$ cat config.mk
export PLATFORM = sky130hd
export DESIGN_NAME = comparator_bist
export DESIGN_NICKNAME = d
export VERILOG_FILES = /design/src/rtl/comparator_pkg.sv /design/src/rtl/comparator_bist_ref.sv /design/src/rtl/comparator_bist.sv
export SDC_FILE = /design/constraint.sdc
export NUM_CORES = 1
export LEC_CHECK = 0
export ABC_AREA = 1
export BUFFER_PORTS_ARGS = -buffer_cell sky130_fd_sc_hd__buf_2
export CAP_MARGIN = 20
export CORE_AREA = 2 2 74 59
export CTS_CLUSTER_SIZE = 20
export DETAILED_ROUTE_END_ITERATION = 7
export DIE_AREA = 0 0 76 61
export GPL_TIMING_DRIVEN = 0
export SETUP_SLACK_MARGIN = 0.15
export SYNTH_ARGS = -nofsm -noshare
export SYNTH_HDL_FRONTEND = slang
export SYNTH_SLANG_ARGS = --single-unit
$ cat constraint.sdc
create_clock -name clk -period 1.9 [get_ports clk]
set_input_delay 0.095 -clock clk [delete_from_list [all_inputs] [get_ports clk]]
set_output_delay 0.095 -clock clk [all_outputs]
set_load 0.03 [all_outputs]
$ cat src/rtl/comparator_pkg.sv
`default_nettype none
// +----------------------------------------------------------------------+
// | comparator_pkg : relation codes and sequencer states for the         |
// |                  comparator self-test block                          |
// | Revision 1.0                                                         |
// +----------------------------------------------------------------------+
package comparator_pkg;

    localparam logic [2:0] REL_GT = 3'b100;
    localparam logic [2:0] REL_EQ = 3'b010;
    localparam logic [2:0] REL_LT = 3'b001;

    typedef logic [1:0] state_t;

    localparam state_t IDLE  = 2'd0;
    localparam state_t APPLY = 2'd1;
    localparam state_t CHECK = 2'd2;
    localparam state_t DONE  = 2'd3;

endpackage
`default_nettype wire

$ cat src/rtl/comparator_bist_ref.sv
`default_nettype none
// +----------------------------------------------------------------------+
// | comparator_bist_ref : golden unsigned magnitude relation code        |
// | Revision 1.0                                                         |
// +----------------------------------------------------------------------+
module comparator_bist_ref
    import comparator_pkg::*;
#(
    parameter int WIDTH = 1
) (
    input  logic [WIDTH-1:0] a,
    input  logic [WIDTH-1:0] b,
    output logic [2:0]       expected
);

    always_comb begin
        expected = REL_LT;
        if (a > b) begin
            expected = REL_GT;
        end else if (a == b) begin
            expected = REL_EQ;
        end
    end

endmodule
`default_nettype wire

$ cat src/rtl/comparator_bist.sv
`default_nettype none
// +----------------------------------------------------------------------+
// | comparator_bist : exhaustive operand sweep and check of an attached  |
// |                   magnitude comparator                               |
// | Revision 1.0                                                         |
// +----------------------------------------------------------------------+
module comparator_bist
    import comparator_pkg::*;
#(
    parameter int WIDTH  = 1,
    parameter int SETTLE = 1,
    parameter int ERR_W  = 8
) (
    input  logic             clk,
    input  logic             rst,
    input  logic             start,
    output logic [WIDTH-1:0] a_out,
    output logic [WIDTH-1:0] b_out,
    input  logic [2:0]       c_in,
    output logic             busy,
    output logic             done,
    output logic             pass,
    output logic [ERR_W-1:0] err_count,
    output logic [WIDTH-1:0] fail_a,
    output logic [WIDTH-1:0] fail_b,
    output logic [2:0]       fail_c
);

    localparam int VW = 2 * WIDTH;
    localparam int SW = (SETTLE > 1) ? $clog2(SETTLE) : 1;
    localparam logic [SW-1:0] SETTLE_LOAD = SW'(SETTLE - 1);

    state_t           r_state;
    logic [VW-1:0]    r_vec;
    logic [SW-1:0]    r_settle;
    logic             r_busy;
    logic             r_done;
    logic             r_pass;
    logic [ERR_W-1:0] r_err;
    logic [WIDTH-1:0] r_fail_a;
    logic [WIDTH-1:0] r_fail_b;
    logic [2:0]       r_fail_c;

    logic [2:0]       w_expected;
    logic             w_mismatch;
    logic [ERR_W-1:0] w_err_next;

    comparator_bist_ref #(
        .WIDTH (WIDTH)
    ) u_ref (
        .a        (r_vec[VW-1:WIDTH]),
        .b        (r_vec[WIDTH-1:0]),
        .expected (w_expected)
    );

    assign w_mismatch = (c_in != w_expected);
    // Counter sticks at all-ones once saturated; the sweep itself carries on
    assign w_err_next = (w_mismatch && !(&r_err)) ? r_err + 1'b1 : r_err;

    always_ff @(posedge clk or posedge rst) begin
        if (rst) begin
            r_state  <= IDLE;
            r_vec    <= '0;
            r_settle <= '0;
            r_busy   <= 1'b0;
            r_done   <= 1'b0;
            r_pass   <= 1'b0;
            r_err    <= '0;
            r_fail_a <= '0;
            r_fail_b <= '0;
            r_fail_c <= '0;
        end else begin
            case (r_state)
                IDLE, DONE: begin
                    if (start) begin
                        r_state  <= APPLY;
                        r_vec    <= '0;
                        r_settle <= SETTLE_LOAD;
                        r_busy   <= 1'b1;
                        r_done   <= 1'b0;
                        r_pass   <= 1'b0;
                        r_err    <= '0;
                        r_fail_a <= '0;
                        r_fail_b <= '0;
                        r_fail_c <= '0;
                    end
                end
                APPLY: begin
                    if (r_settle == '0) begin
                        r_state <= CHECK;
                    end else begin
                        r_settle <= r_settle - 1'b1;
                    end
                end
                CHECK: begin
                    r_err <= w_err_next;
                    if (w_mismatch && (r_err == '0)) begin
                        r_fail_a <= r_vec[VW-1:WIDTH];
                        r_fail_b <= r_vec[WIDTH-1:0];
                        r_fail_c <= c_in;
                    end
                    if (&r_vec) begin
                        r_state <= DONE;
                        r_busy  <= 1'b0;
                        r_done  <= 1'b1;
                        r_pass  <= (w_err_next == '0);
                    end else begin
                        r_state  <= APPLY;
                        r_vec    <= r_vec + 1'b1;
                        r_settle <= SETTLE_LOAD;
                    end
                end
                default: begin
                    r_state <= IDLE;
                end
            endcase
        end
    end

    assign a_out     = r_vec[VW-1:WIDTH];
    assign b_out     = r_vec[WIDTH-1:0];
    assign busy      = r_busy;
    assign done      = r_done;
    assign pass      = r_pass;
    assign err_count = r_err;
    assign fail_a    = r_fail_a;
    assign fail_b    = r_fail_b;
    assign fail_c    = r_fail_c;

endmodule
`default_nettype wire

### After elaboration in Yosys (flattened, before gate mapping)

Cells that the tools add are included.

| word-level totals | value |
|---|---|
| bits in registers | 21 |
| output and inout port bits | 18 |
| word-level logic and storage cells | 70 |

| operators by class | value |
|---|---|
| $add $sub $neg | 3 |
| magnitude comparators | 1 |
| equal/unequal tests | 10 |
| multiplexer cells | 30 |
| reduce and logical (&&, ||, !) cells | 16 |

Operator list:

| kind | count |
|---|---|
| $logic_not 8->1 | 2 |
| $mux 8 | 2 |
| $pmux 8 s2 | 1 |
| $mux 2 | 6 |
| $ne 2x2->1 const B | 5 |
| $pmux 1 s2 | 5 |
| $mux 1 | 9 |
| $mux 3 | 3 |
| $reduce_and 3->1 | 3 |
| $add 8x1->8 const B | 1 |
| $reduce_and 2->1 | 4 |
| $reduce_and 8->1 | 1 |
| $pmux 2 s3 | 1 |
| $pmux 3 s2 | 1 |
| $eq 2x2->1 const B | 2 |
| $pmux 2 s2 | 1 |
| $ne 3x3->1 | 1 |
| $pmux 1 s3 | 1 |
| $add 2x1->2 const B | 1 |
| $eq 2x1->1 const B | 1 |
| $logic_and 1x1->1 | 2 |
| $logic_not 2->1 | 1 |
| $reduce_bool 2->1 | 1 |
| $reduce_or 2->1 | 1 |
| other kinds (4) | 4 |

### Logic depth before layout (Yosys ltp)

Gate-level depths: netlist of run 1.

| depth | value |
|---|---|
| word-level depth | 9 |
| depth in mapped cells | 13 |
| gate-level depth less buffers | 13 |

### Modules after synthesis

Synthesis of run 1 repeated with hierarchy kept, for this count alone.

| unflattened totals | value |
|---|---|
| cells, all modules | 172 |
| area, all modules | 1291.2 sq um |

By module, submodules not included:

| module | times used | cells an instance | area an instance (sq um) | seq. area each (sq um) |
|---|---|---|---|---|
| comparator_bist | 1 | 168 | 1258.7 | 500.5 |
| comparator_bist_ref | 1 | 4 | 32.5 | 0.0 |

### Worst setup path before layout of run 1

No wires, ideal clock.

| timing | value |
|---|---|
| kind | flip-flop to flip-flop |
| start | register r_vec[1] |
| end | register r_pass, in the netlist pass |
| library setup time | 66 ps |
| data arrival time | 1826 ps |
| data required time | 1834 ps |
| setup slack | 8 ps |
| cell stages (with the launch flop) | 12 |
| cells stage by stage | dfrtp_1 > inv_1 > ha_1 > xnor2_2 > nand3_4 > nand2_1 > nand2_1 > o21ai_1 > nand2_1 > nor2_1 > nand2_1 > nand2_1 |

| on the way | value |
|---|---|
| longest elaborated chain between the ends | 9 |

RTL lines:

| element | RTL line | text |
|---|---|---|
| start: declaration | comparator_bist.sv:34 | `logic [VW-1:0] r_vec;` |
| start signal: assignment | comparator_bist.sv:109 | `r_vec <= r_vec + 1'b1;` |
| $eq 1x1->1 | comparator_bist_ref.sv:20 | `end else if (a == b) begin` |
| $mux 2 | comparator_bist_ref.sv:20 |  |
| $mux 3 | comparator_bist_ref.sv:18 | `if (a > b) begin` |
| $ne 3x3->1 | comparator_bist.sv:56 | `assign w_mismatch = (c_in != w_expected);` |
| $logic_and 1x1->1 | comparator_bist.sv:58 | `assign w_err_next = (w_mismatch && !(&r_err)) ? r_err + 1'b1 : r_err;` |
| $mux 8 | comparator_bist.sv:58 |  |
| $logic_not 8->1 | comparator_bist.sv:106 | `r_pass <= (w_err_next == '0);` |
| $mux 1 | comparator_bist.sv:102 | `if (&r_vec) begin` |
| $pmux 1 s2 | comparator_bist.sv:73 | `case (r_state)` |
| end signal: assignment | comparator_bist.sv:106 |  |
| end: declaration | comparator_bist.sv:38 | `logic r_pass;` |

Several ways; a longest one is shown, not always the timed one. The select of a mux whose other input is x is not followed.
A chain may end at the register's enable or synchronous reset.

### Worst setup path after layout of run 1

| timing | value |
|---|---|
| start | register r_vec[0] |
| end | register r_fail_c[0], in the netlist fail_c[0] |

| on the way | value |
|---|---|
| longest elaborated chain between the ends | 7 |

RTL lines:

| element | RTL line | text |
|---|---|---|
| $eq 1x1->1 | comparator_bist_ref.sv:20 |  |
| $mux 2 | comparator_bist_ref.sv:20 |  |
| $mux 3 * | comparator_bist_ref.sv:18 |  |
| $ne 3x3->1 * | comparator_bist.sv:56 |  |
| $logic_and 1x1->1 * | comparator_bist.sv:97 | `if (w_mismatch && (r_err == '0)) begin` |
| $ne 2x2->1 (no source line) * | -- |  |
| $reduce_and 3->1 (no source line) * | -- |  |
| end signal: assignment | comparator_bist.sv:100 | `r_fail_c <= c_in;` |
| end: declaration | comparator_bist.sv:42 | `logic [2:0] r_fail_c;` |

Every way passes the cells marked *; elsewhere a longest branch is shown, timed or not.

==> impl_metrics.env, run 1 <==
export IMPL_status="finished with violations"
export IMPL_violations="negative hold slack"
export IMPL_synthesis_area_um2=1270
export IMPL_htreeDepth=1
export IMPL_total_leakage_power_nw=0.867
export IMPL_synthArstFlopShare_pct=100
export IMPL_row_count=20
export IMPL_fmax_ghz=0.569
export IMPL_grt_overflow_total=0
export IMPL_synth_flop_cell="dfrtp_1"
export IMPL_cts_sinks=20
export IMPL_arrival_ns=1.91
export IMPL_setup_slack_ns=0.144
export IMPL_path_max_fanout=5
export IMPL_slew_headroom_pct=48.9
export IMPL_hold_viol=20
export IMPL_end_kind="register"
export IMPL_avgSynthCellArea_um2=7.77
export IMPL_wl_per_cell_um=11.6
export IMPL_finClkSkew_ns=0.00798
export IMPL_clock_latency_ns=0.26
export IMPL_synthTopCellsByArea="dfrtp_1 (39%), nand2_1 (15%), ha_1 (7.9%)"
export IMPL_cp_required_ns=2.06
export IMPL_antenna_found_initial=0
export IMPL_detail_route_vias_per_cell=4.53
export IMPL_rsz0062_at_grt="true"
export IMPL_irDropWorstVdd_mv=0.464
export IMPL_ys_seq_area_share_pct=39.3
export IMPL_ys_ff_latch=20
export IMPL_coreArea_um2=3880
export IMPL_start_util_pct=32.9
export IMPL_synth_top_area_share_pct=39.3
export IMPL_power_switching_share_pct=48.2
export IMPL_cap_viol_max_count=0
export IMPL_syn_num_nets=178
export IMPL_die_width_um=76
export IMPL_place_ws_ns=0.111
export IMPL_holdBufCountCts=0
export IMPL_drive_gt1_share_pct=32.7
export IMPL_internal_power_mw=1.15
export IMPL_grt_pass1_wl_um=4800
export IMPL_vias=1151
export IMPL_die_h_um=61
export IMPL_path_class="register to register"
export IMPL_critPathLaunchType="register"
export IMPL_ant_nets=0
export IMPL_pwr_share_comb_pct=58.5
export IMPL_p_per_area_nw_per_um2=1340
export IMPL_netlist_instances=164
export IMPL_synth_most_common_cell="nand2_1"
export IMPL_synth_edf_count=0
export IMPL_track_usage_pct=13.2
export IMPL_cts_made_buffers=3
export IMPL_synth_common_cells="nand2_1 (50), inv_1 (26), dfrtp_1 (20), o21ai_0 (13), nand3_1 (11)"
export IMPL_final_max_slew_viol_count=0
export IMPL_grt_max_degree=21
export IMPL_fin_crit_ns=1.76
export IMPL_dp_hpwl_um=2050
export IMPL_max_clock_path_buffers=2
export IMPL_grt_pass1_vias=1029
export IMPL_clk_pin_slew_ns=0.08
export IMPL_numPortBuffers=23
export IMPL_p_clk_share_pct=13.3
export IMPL_tightest_slew_ns=0.765
export IMPL_ys_warn_count=0
export IMPL_seqPwrFrac_pct=28.2
export IMPL_n_antenna_cell=0
export IMPL_yosys_area_top_type="dfrtp_1"
export IMPL_finalSetupViolCount=0
export IMPL_switchingPower_mw=1.07
export IMPL_drt_total_wl_um=2960
export IMPL_min_period_over_period_pct=92.4
export IMPL_nets=214
export IMPL_holdWs_ns=-0.0413
export IMPL_hold_path_class="input pin to asynchronous set/reset pin"
export IMPL_pin_count=24
export IMPL_cts_root_buffer="clkbuf_8"
export IMPL_syn_to_final_growth_pct=29.6
export IMPL_routabilityCongestion=0.899
export IMPL_cts_tree="built"
export IMPL_synth_distinct_cells=24
export IMPL_firstDrtPassIters=4
export IMPL_first_iter_violations=65
export IMPL_setup_tns_ns=0
export IMPL_drc=0
export IMPL_die_area_um2=4640
export IMPL_fillers=398
## registers in the layout (all words and copies together), names as in the netlist
signal	flops
r_vec	2
fail_c	3
fail_a	1
err_count	8
done	1
fail_b	1
r_state	2
pass	1
busy	1
## power by group through the flow
stage | clock [mW] | combinational [mW] | sequential (mW)
2_1_floorplan | 0 | 0.642 | 0.779
3_3_place_gp | 0 | 1.03 | 0.633
3_5_place_dp | 0 | 1.04 | 0.634
4_1_cts | 0.309 | 1.08 | 0.626
5_1_grt | 0.323 | 1.45 | 0.641
6_report | 0.296 | 1.30 | 0.626
## final timing paths
path                            startpoint   endpoint  slack, ns  cells past startpoint
worst max register to register    r_vec[0]  fail_c[0]       0.14                     11
worst min-delay path                   rst  fail_c[2]      -0.04                      2
min in group clk                   c_in[0]  fail_c[0]       0.10                      3
max in group asynchronous              rst   r_vec[0]       1.41                      2
worst min register to register      fail_b     fail_b       0.49                      2
worst max-delay path              r_vec[0]  fail_c[0]       0.14                     11
## area by class of cell
class                   instances  area [µm²]  share of cell area (%)
repair buffers                 30         180                    10.9
multi-input cells             117         743                    45.0
flip-flops and latches         20         503                    30.4
clock buffers                   4        45.0                    2.73
well taps                      55        68.8                    4.16
inverters                      26        97.6                    5.90
plain buffers                   2        15.0                   0.908
## through the flow
step           utilization [%]  power, mW  instance area, µm²  std cells
5_1_grt                   42.6       2.42                1650        254
2_1_floorplan                -       1.42                1290        164
4_1_cts                   39.7       2.01                1540        247
3_3_place_gp              38.0       1.67                1470        242
3_5_place_dp              38.0       1.68                1470        242
6_report                  42.6       2.22                1650        254
## logic make-up after synthesis
kind of cell	Yosys count	share of synthesized area (%)
buffers and inverters	28	8.83
AND/OR/NAND/NOR	79	29.7
adder cells (fa/ha/maj)	8	7.85
AO/OA/AOI/OAI	25	11.0
XOR/XNOR	4	3.34
flip-flops	20	39.3
## per-layer routing
metal,vias to the layer above,GRT usage [%],wire length [µm]
li1,594,-,-
met1,529,17.3,1530
met2,26,22.2,1250
met3,2,3.27,143
met4,0,3.90,27
met5,-,0,0
## what timing repair did
action	in CTS	in global routing
buffers inserted	1	6
pin swaps	1	16
gates cloned	0	1
setup endpoints to repair	8	11
resized for setup	2	23
## cells in the final DEF (no fill, tap or decap), types with 2 or more instances in the layout
cell / n
nand3_1: 9
o21ai_0: 8
nor2_1: 5
inv_1: 23
inv_2: 3
clkbuf_8: 3
nand2_1: 45
o21ai_1: 5
buf_2: 23
dfrtp_2: 2
buf_4: 8
dfrtp_1: 18
nand2_2: 8
xor2_1: 3
ha_1: 7
o22ai_1: 6
nand3_2: 3
o21ai_2: 2
nand2_4: 2
nor2_2: 2
## worst max-delay path, cell delays in order (launching register included)
cell	delay [ns]
dfrtp_2	0.46
inv_2	0.08
ha_1	0.17
inv_1	0.04
nand2_1	0.06
nand2_1	0.09
nand3_4	0.17
nand3_2	0.11
o21ai_4	0.21
nand2_2	0.12
nand2_1	0.08
o21ai_1	0.06
(Power assumes the default switching activity.)
==> run 2, diff against run 1 <==
--- a/config.mk
+++ b/config.mk
@@ -8,11 +8,12 @@
 export ABC_AREA = 1
 export BUFFER_PORTS_ARGS = -buffer_cell sky130_fd_sc_hd__buf_2
 export CAP_MARGIN = 20
-export CORE_AREA = 2 2 74 59
+export CORE_AREA = 2 2 60 48
 export CTS_CLUSTER_SIZE = 20
 export DETAILED_ROUTE_END_ITERATION = 7
-export DIE_AREA = 0 0 76 61
+export DIE_AREA = 0 0 62 50
 export GPL_TIMING_DRIVEN = 0
+export PLACE_DENSITY = 0.74
 export SETUP_SLACK_MARGIN = 0.15
 export SYNTH_ARGS = -nofsm -noshare
 export SYNTH_HDL_FRONTEND = slang
==> run 2 against run 1 <==
The run now ends clean. Wire length rose by 7.7%. Worst setup slack got worse by 0.033 ns. Design area grew 1.6%. Fmax fell by 1.9%. Core utilization rose by 24 points. Clock power fell by 14%. Worst hold slack gained 0.075 ns. Largest cell class unchanged. Via count is 6.2% higher. Sequential power is essentially flat. Power is 3.6% higher. Highest routed layer unchanged. Non-clock buffer count grew 2.
==> impl_metrics.env, run 2 (synthesis results as in run 1) <==
export IMPL_status="completed"
export IMPL_finalSetupViolCount=0
export IMPL_multi_input_area_um2=797
export IMPL_drive_gt1_share_pct=37.1
export IMPL_clk_pin_slew_ns=0.12
export IMPL_placed_area_um2=1450
export IMPL_min_period_over_period_pct=94.2
export IMPL_routabilityCongestion=0.920
export IMPL_nets=217
export IMPL_max_clock_path_buffers=2
export IMPL_r2r_start="r_vec[1]"
export IMPL_die_width_um=62
export IMPL_path_class="register to register"
export IMPL_hold_viol=0
export IMPL_path_cells="inv_2 -> ha_4 -> xnor2_4 -> nand3_4 -> nand2_8 -> nand2_2 -> nand2_2 -> nand2_2 -> nor3_4 -> nand2_1 -> nand2_1"
export IMPL_slew_headroom_pct=47.9
export IMPL_antenna_found_initial=0
export IMPL_clock_latency_ns=0.32
export IMPL_firstDrtPassIters=4
export IMPL_fin_crit_ns=1.79
export IMPL_cap_viol_max_count=0
export IMPL_dp_hpwl_um=2080
export IMPL_end_kind="register"
export IMPL_largest_register_ffs=8
export IMPL_die_area_um2=3100
export IMPL_final_cell_mix="nand2_1 (37), inv_1 (23), buf_2 (23)"
export IMPL_dp_cells=223
export IMPL_vias=1222
export IMPL_worstHoldPathCells=3
export IMPL_detail_route_vias_per_cell=5.13
export IMPL_hold_start="c_in[0]"
export IMPL_holdWs_ns=0.0333
export IMPL_drt_total_wl_um=3180
export IMPL_final_common_cell="nand2_1"
export IMPL_cts_root_buffer="clkbuf_4"
export IMPL_grt_pass1_wl_um=5220
export IMPL_coreArea_um2=2500
export IMPL_cts_sinks=20
export IMPL_crit_path_max_incr_delay_ns=0.45
export IMPL_pin_count=24
export IMPL_start_util_pct=51.0
export IMPL_die_h_um=50
export IMPL_regArea_um2=503
export IMPL_syn_to_final_growth_pct=31.7
export IMPL_irDropWorstVdd_mv=0.658
export IMPL_setup_tns_ns=0
export IMPL_htreeDepth=1
export IMPL_arrival_ns=2.04
export IMPL_grt_pass1_vias=1140
export IMPL_first_iter_violations=80
export IMPL_cts_made_buffers=3
export IMPL_fillers=210
export IMPL_path_max_fanout=8
export IMPL_r2r_worst_path_cells=11
export IMPL_ant_nets=0
export IMPL_n_antenna_cell=0
export IMPL_critPathLaunchType="register"
export IMPL_wl_per_cell_um=13.4
export IMPL_numPortBuffers=23
export IMPL_cts_tree="built"
export IMPL_row_count=16
export IMPL_r2r_setup_slack_ns=0.11
export IMPL_cp_required_ns=2.16
export IMPL_slowest_stage="dfrtp_2"
export IMPL_hold_path_class="input pin to register"
export IMPL_grt_max_degree=21
export IMPL_tightest_slew_ns=0.781
export IMPL_crit_path_frequent_cell="nand2_2"
export IMPL_fmax_ghz=0.559
export IMPL_design_area_um2=1680
export IMPL_post_route_util_pct=67.1
export IMPL_final_max_slew_viol_count=0
export IMPL_grt_overflow_total=0
export IMPL_finClkSkew_ns=0.0109
export IMPL_p_per_area_nw_per_um2=1370
export IMPL_track_usage_pct=22.6
export IMPL_whs_endpoint="fail_c[0]"
export IMPL_stdcell_count=238
export IMPL_drc=0
export IMPL_total_leakage_power_nw=0.866
export IMPL_rsz0062_at_grt="true"
export IMPL_r2r_end="pass"
[run 2: cell count changes in the layout (fill, tap and decap cells not counted), sizes merged]
cell / before / now
dlygate4sd3: 0 / 1
buf: 32 / 33
nand3: 13 / 14
[run 2: timing repair]
item,4_1_cts,5_1_grt
gates cloned,2,0
pin swaps,3,10
resized for setup,8,28
endpoints found under the hold margin,20,0
hold buffers,1,0
buffers inserted,1,7
endpoints found under the setup margin,6,16
[run 2: metrics by stage]
| stage | setup slack (ns) | total power [mW] |
|---|---|---|
| detailed placement | 0.0975 | 1.68 |
| global route | 0.0397 | 2.48 |
| CTS | 0.124 | 2.02 |
| floorplan | 0.159 | 1.42 |
| finish | 0.111 | 2.30 |
| global placement | 0.162 | 1.64 |
[run 2: how the worst max path moves through the flow]
stage                   from   end  slack [ns]
floorplan           r_vec[0]  pass        0.16
global placement    r_vec[1]  pass        0.16
detailed placement  r_vec[1]  pass         0.1
CTS                 r_vec[1]  pass        0.12
global route        r_vec[1]  pass        0.04
finish              r_vec[1]  pass        0.11
[run 2: critical path, delay by kind of cell, from the launching register on]
kind / cells / cell delay [ns]
buf+inv: 1 / 0.09
simple gates: 8 / 0.79
xor+xnor: 1 / 0.18
fa+ha+maj: 1 / 0.22
flops: 1 / 0.45
[run 2: layer usage]
metal	vias up	routed length (µm)	track usage, %
met4	0	59	8.87
li1	604	-	-
met3	10	133	5.51
met1	566	1410	30.4
met2	42	1580	34.2
met5	-	0	0
[run 2: cell type report]
type	count	share of cell area (%)
Tap cell	36	2.68
Inverter	26	5.81
Sequential cell	20	30.0
Multi-Input combinational cell	118	47.5
Buffer	2	0.894
Timing Repair Buffer	32	11.0
Clock buffer	4	2.16
[run 2: report_power, final]
part / leakage, nW / total (mW) / switching [mW] / internal (mW)
clock: 0.0210 / 0.256 / 0.139 / 0.117
combinational: 0.580 / 1.42 / 0.900 / 0.524
sequential: 0.265 / 0.623 / 0.0949 / 0.528
total: 0.866 / 2.30 / 1.13 / 1.17
==> run 3, diff against run 2 <==
--- a/config.mk
+++ b/config.mk
@@ -12,8 +12,7 @@
 export CTS_CLUSTER_SIZE = 20
 export DETAILED_ROUTE_END_ITERATION = 7
 export DIE_AREA = 0 0 62 50
-export GPL_TIMING_DRIVEN = 0
-export PLACE_DENSITY = 0.74
+export PLACE_DENSITY_LB_ADDON = 0.12
 export SETUP_SLACK_MARGIN = 0.15
 export SYNTH_ARGS = -nofsm -noshare
 export SYNTH_HDL_FRONTEND = slang
==> run 3 against run 2 <==
Via count down 2.5%. Final cell count up 0.84%. Register-to-register slack worse by 0.04 ns. Core utilization about the same. Design area about the same. Sequential power up 1%. Non-clock buffer count up 2. Critical path type unchanged. Highest routed layer unchanged.
==> impl_metrics.env, run 3 (synthesis results as in run 1) <==
export IMPL_status="completed"
export IMPL_slew_headroom_pct=50.7
export IMPL_seqPwrFrac_pct=26.0
export IMPL_arrival_ns=2.08
export IMPL_rsz0062_at_grt="true"
export IMPL_power_switching_share_pct=47.2
export IMPL_die_width_um=62
export IMPL_grt_pass1_vias=1075
export IMPL_wl_per_cell_um=12.9
export IMPL_switchingPower_mw=1.14
export IMPL_first_iter_violations=81
export IMPL_pin_count=24
export IMPL_dp_hpwl_um=2050
export IMPL_grt_pass1_wl_um=4860
export IMPL_path_class="register to register"
export IMPL_antenna_found_initial=0
export IMPL_end_kind="register"
export IMPL_final_max_slew_viol_count=0
export IMPL_finalSetupViolCount=0
export IMPL_internal_power_mw=1.28
export IMPL_die_h_um=50
export IMPL_clock_latency_ns=0.31
export IMPL_irDropWorstVdd_mv=0.723
export IMPL_clk_pin_slew_ns=0.11
export IMPL_crit_start="r_vec[1]"
export IMPL_die_area_um2=3100
export IMPL_r2r_worst_path_cells=11
export IMPL_fin_crit_ns=1.83
export IMPL_hold_path_class="input pin to register"
export IMPL_drive_gt1_share_pct=33.8
export IMPL_setup_slack_ns=0.0714
export IMPL_multi_input_area_um2=767
export IMPL_r2r_end="pass"
export IMPL_cp_endpoint="pass"
export IMPL_largest_register_ffs=8
export IMPL_start_util_pct=51.0
export IMPL_path_max_fanout=4
export IMPL_final_cell_mix="nand2_1 (45), inv_1 (23), buf_2 (23)"
export IMPL_vias=1191
export IMPL_track_usage_pct=20.9
export IMPL_final_common_cell="nand2_1"
export IMPL_tightest_slew_ns=0.739
export IMPL_max_clock_path_buffers=2
export IMPL_grt_max_degree=21
export IMPL_design_area_um2=1680
export IMPL_detail_route_vias_per_cell=4.96
export IMPL_placed_area_um2=1450
export IMPL_finClkSkew_ns=0.00284
export IMPL_routabilityCongestion=0.916
export IMPL_numPortBuffers=23
export IMPL_htreeDepth=1
export IMPL_firstDrtPassIters=4
export IMPL_min_period_over_period_pct=96.2
export IMPL_total_leakage_power_nw=0.885
export IMPL_drt_total_wl_um=3090
export IMPL_hold_viol=0
export IMPL_place_ws_ns=0.113
export IMPL_fillers=203
export IMPL_cap_viol_max_count=0
export IMPL_p_per_area_nw_per_um2=1440
export IMPL_r2r_start="r_vec[1]"
export IMPL_r2r_setup_slack_ns=0.07
export IMPL_regArea_um2=503
export IMPL_drc=0
export IMPL_cts_sinks=20
export IMPL_pwr_share_comb_pct=59.6
export IMPL_cts_made_buffers=3
export IMPL_p_clk_share_pct=14.4
export IMPL_grt_overflow_total=0
export IMPL_nets=219
export IMPL_row_count=16
export IMPL_syn_to_final_growth_pct=31.8
export IMPL_fmax_ghz=0.547
export IMPL_cp_required_ns=2.16
export IMPL_n_antenna_cell=0
export IMPL_cts_root_buffer="clkbuf_4"
export IMPL_critPathLaunchType="register"
export IMPL_cts_tree="built"
export IMPL_ant_nets=0
export IMPL_coreArea_um2=2500
==> run 3: worst min-delay path by stage <==
| stage | end | cells after the start | from | slack, ns |
|---|---|---|---|---|
| 6_report | fail_c[2] | 3 | c_in[2] | 0.06 |
| 5_1_grt | fail_c[0] | 3 | c_in[0] | 0.05 |
| 4_1_cts | fail_c[0] | 3 | c_in[0] | 0.06 |
| 2_1_floorplan | busy | 1 | rst | 0.06 |
| 3_5_place_dp | fail_c[1] | 2 | rst | 0.27 |
| 3_3_place_gp | err_count[0] | 2 | rst | 0.25 |
==> run 3: power groups by stage <==
stage	clock network [mW]	registers, mW	logic [mW]
2_1_floorplan	0	0.779	0.642
3_3_place_gp	0	0.627	1.03
3_5_place_dp	0	0.634	1.05
4_1_cts	0.356	0.625	1.14
5_1_grt	0.380	0.646	1.57
6_report	0.348	0.629	1.44
==> run 3: through the flow <==
stage | instances | TNS, ns | hold slack (ns) | utilization (%) | total power, mW
2_1_floorplan | 164 | 0 | 0.0588 | - | 1.42
3_3_place_gp | 223 | 0 | 0.253 | 57.9 | 1.66
3_5_place_dp | 223 | 0 | 0.273 | 57.9 | 1.69
4_1_cts | 233 | 0 | 0.0616 | 62.6 | 2.12
5_1_grt | 240 | -0.0194 | 0.0495 | 67.2 | 2.60
6_report | 240 | 0 | 0.0581 | 67.2 | 2.42
==> run 3: final cells by class <==
class                   count  area share, %
flip-flops and latches     20           29.9
clock buffers               3           1.34
repair buffers             36           12.8
inverters                  26           5.81
clock inverters             1           1.79
multi-input cells         118           45.6
well taps                  36           2.68
==> run 3: timing repair <==
item,CTS,global route
hold buffers,1,0
cloned,2,0
setup endpoints to repair,6,18
hold endpoints to repair,20,0
pin swaps,3,11
gates resized for setup,5,21
setup buffers,3,7
==> run 3: per-layer routing <==
metal / part of all wire (%) / GRT usage, %
met1: 45 / 29.4
met5: 0 / 0
met2: 48 / 31.8
met3: 6.6 / 6.56
met4: 0.16 / 2.84
==> run 3: critical path, stage by stage (launching register included) <==
cell and delay [ns]:
dfrtp_2 0.46, inv_2 0.09, ha_4 0.22, xnor2_4 0.16, buf_4 0.14, nand3_2 0.09
nand3_1 0.15, nand2_4 0.11, nand2_2 0.06, nor3_2 0.15, nand2_1 0.07, nand2_1 0.07
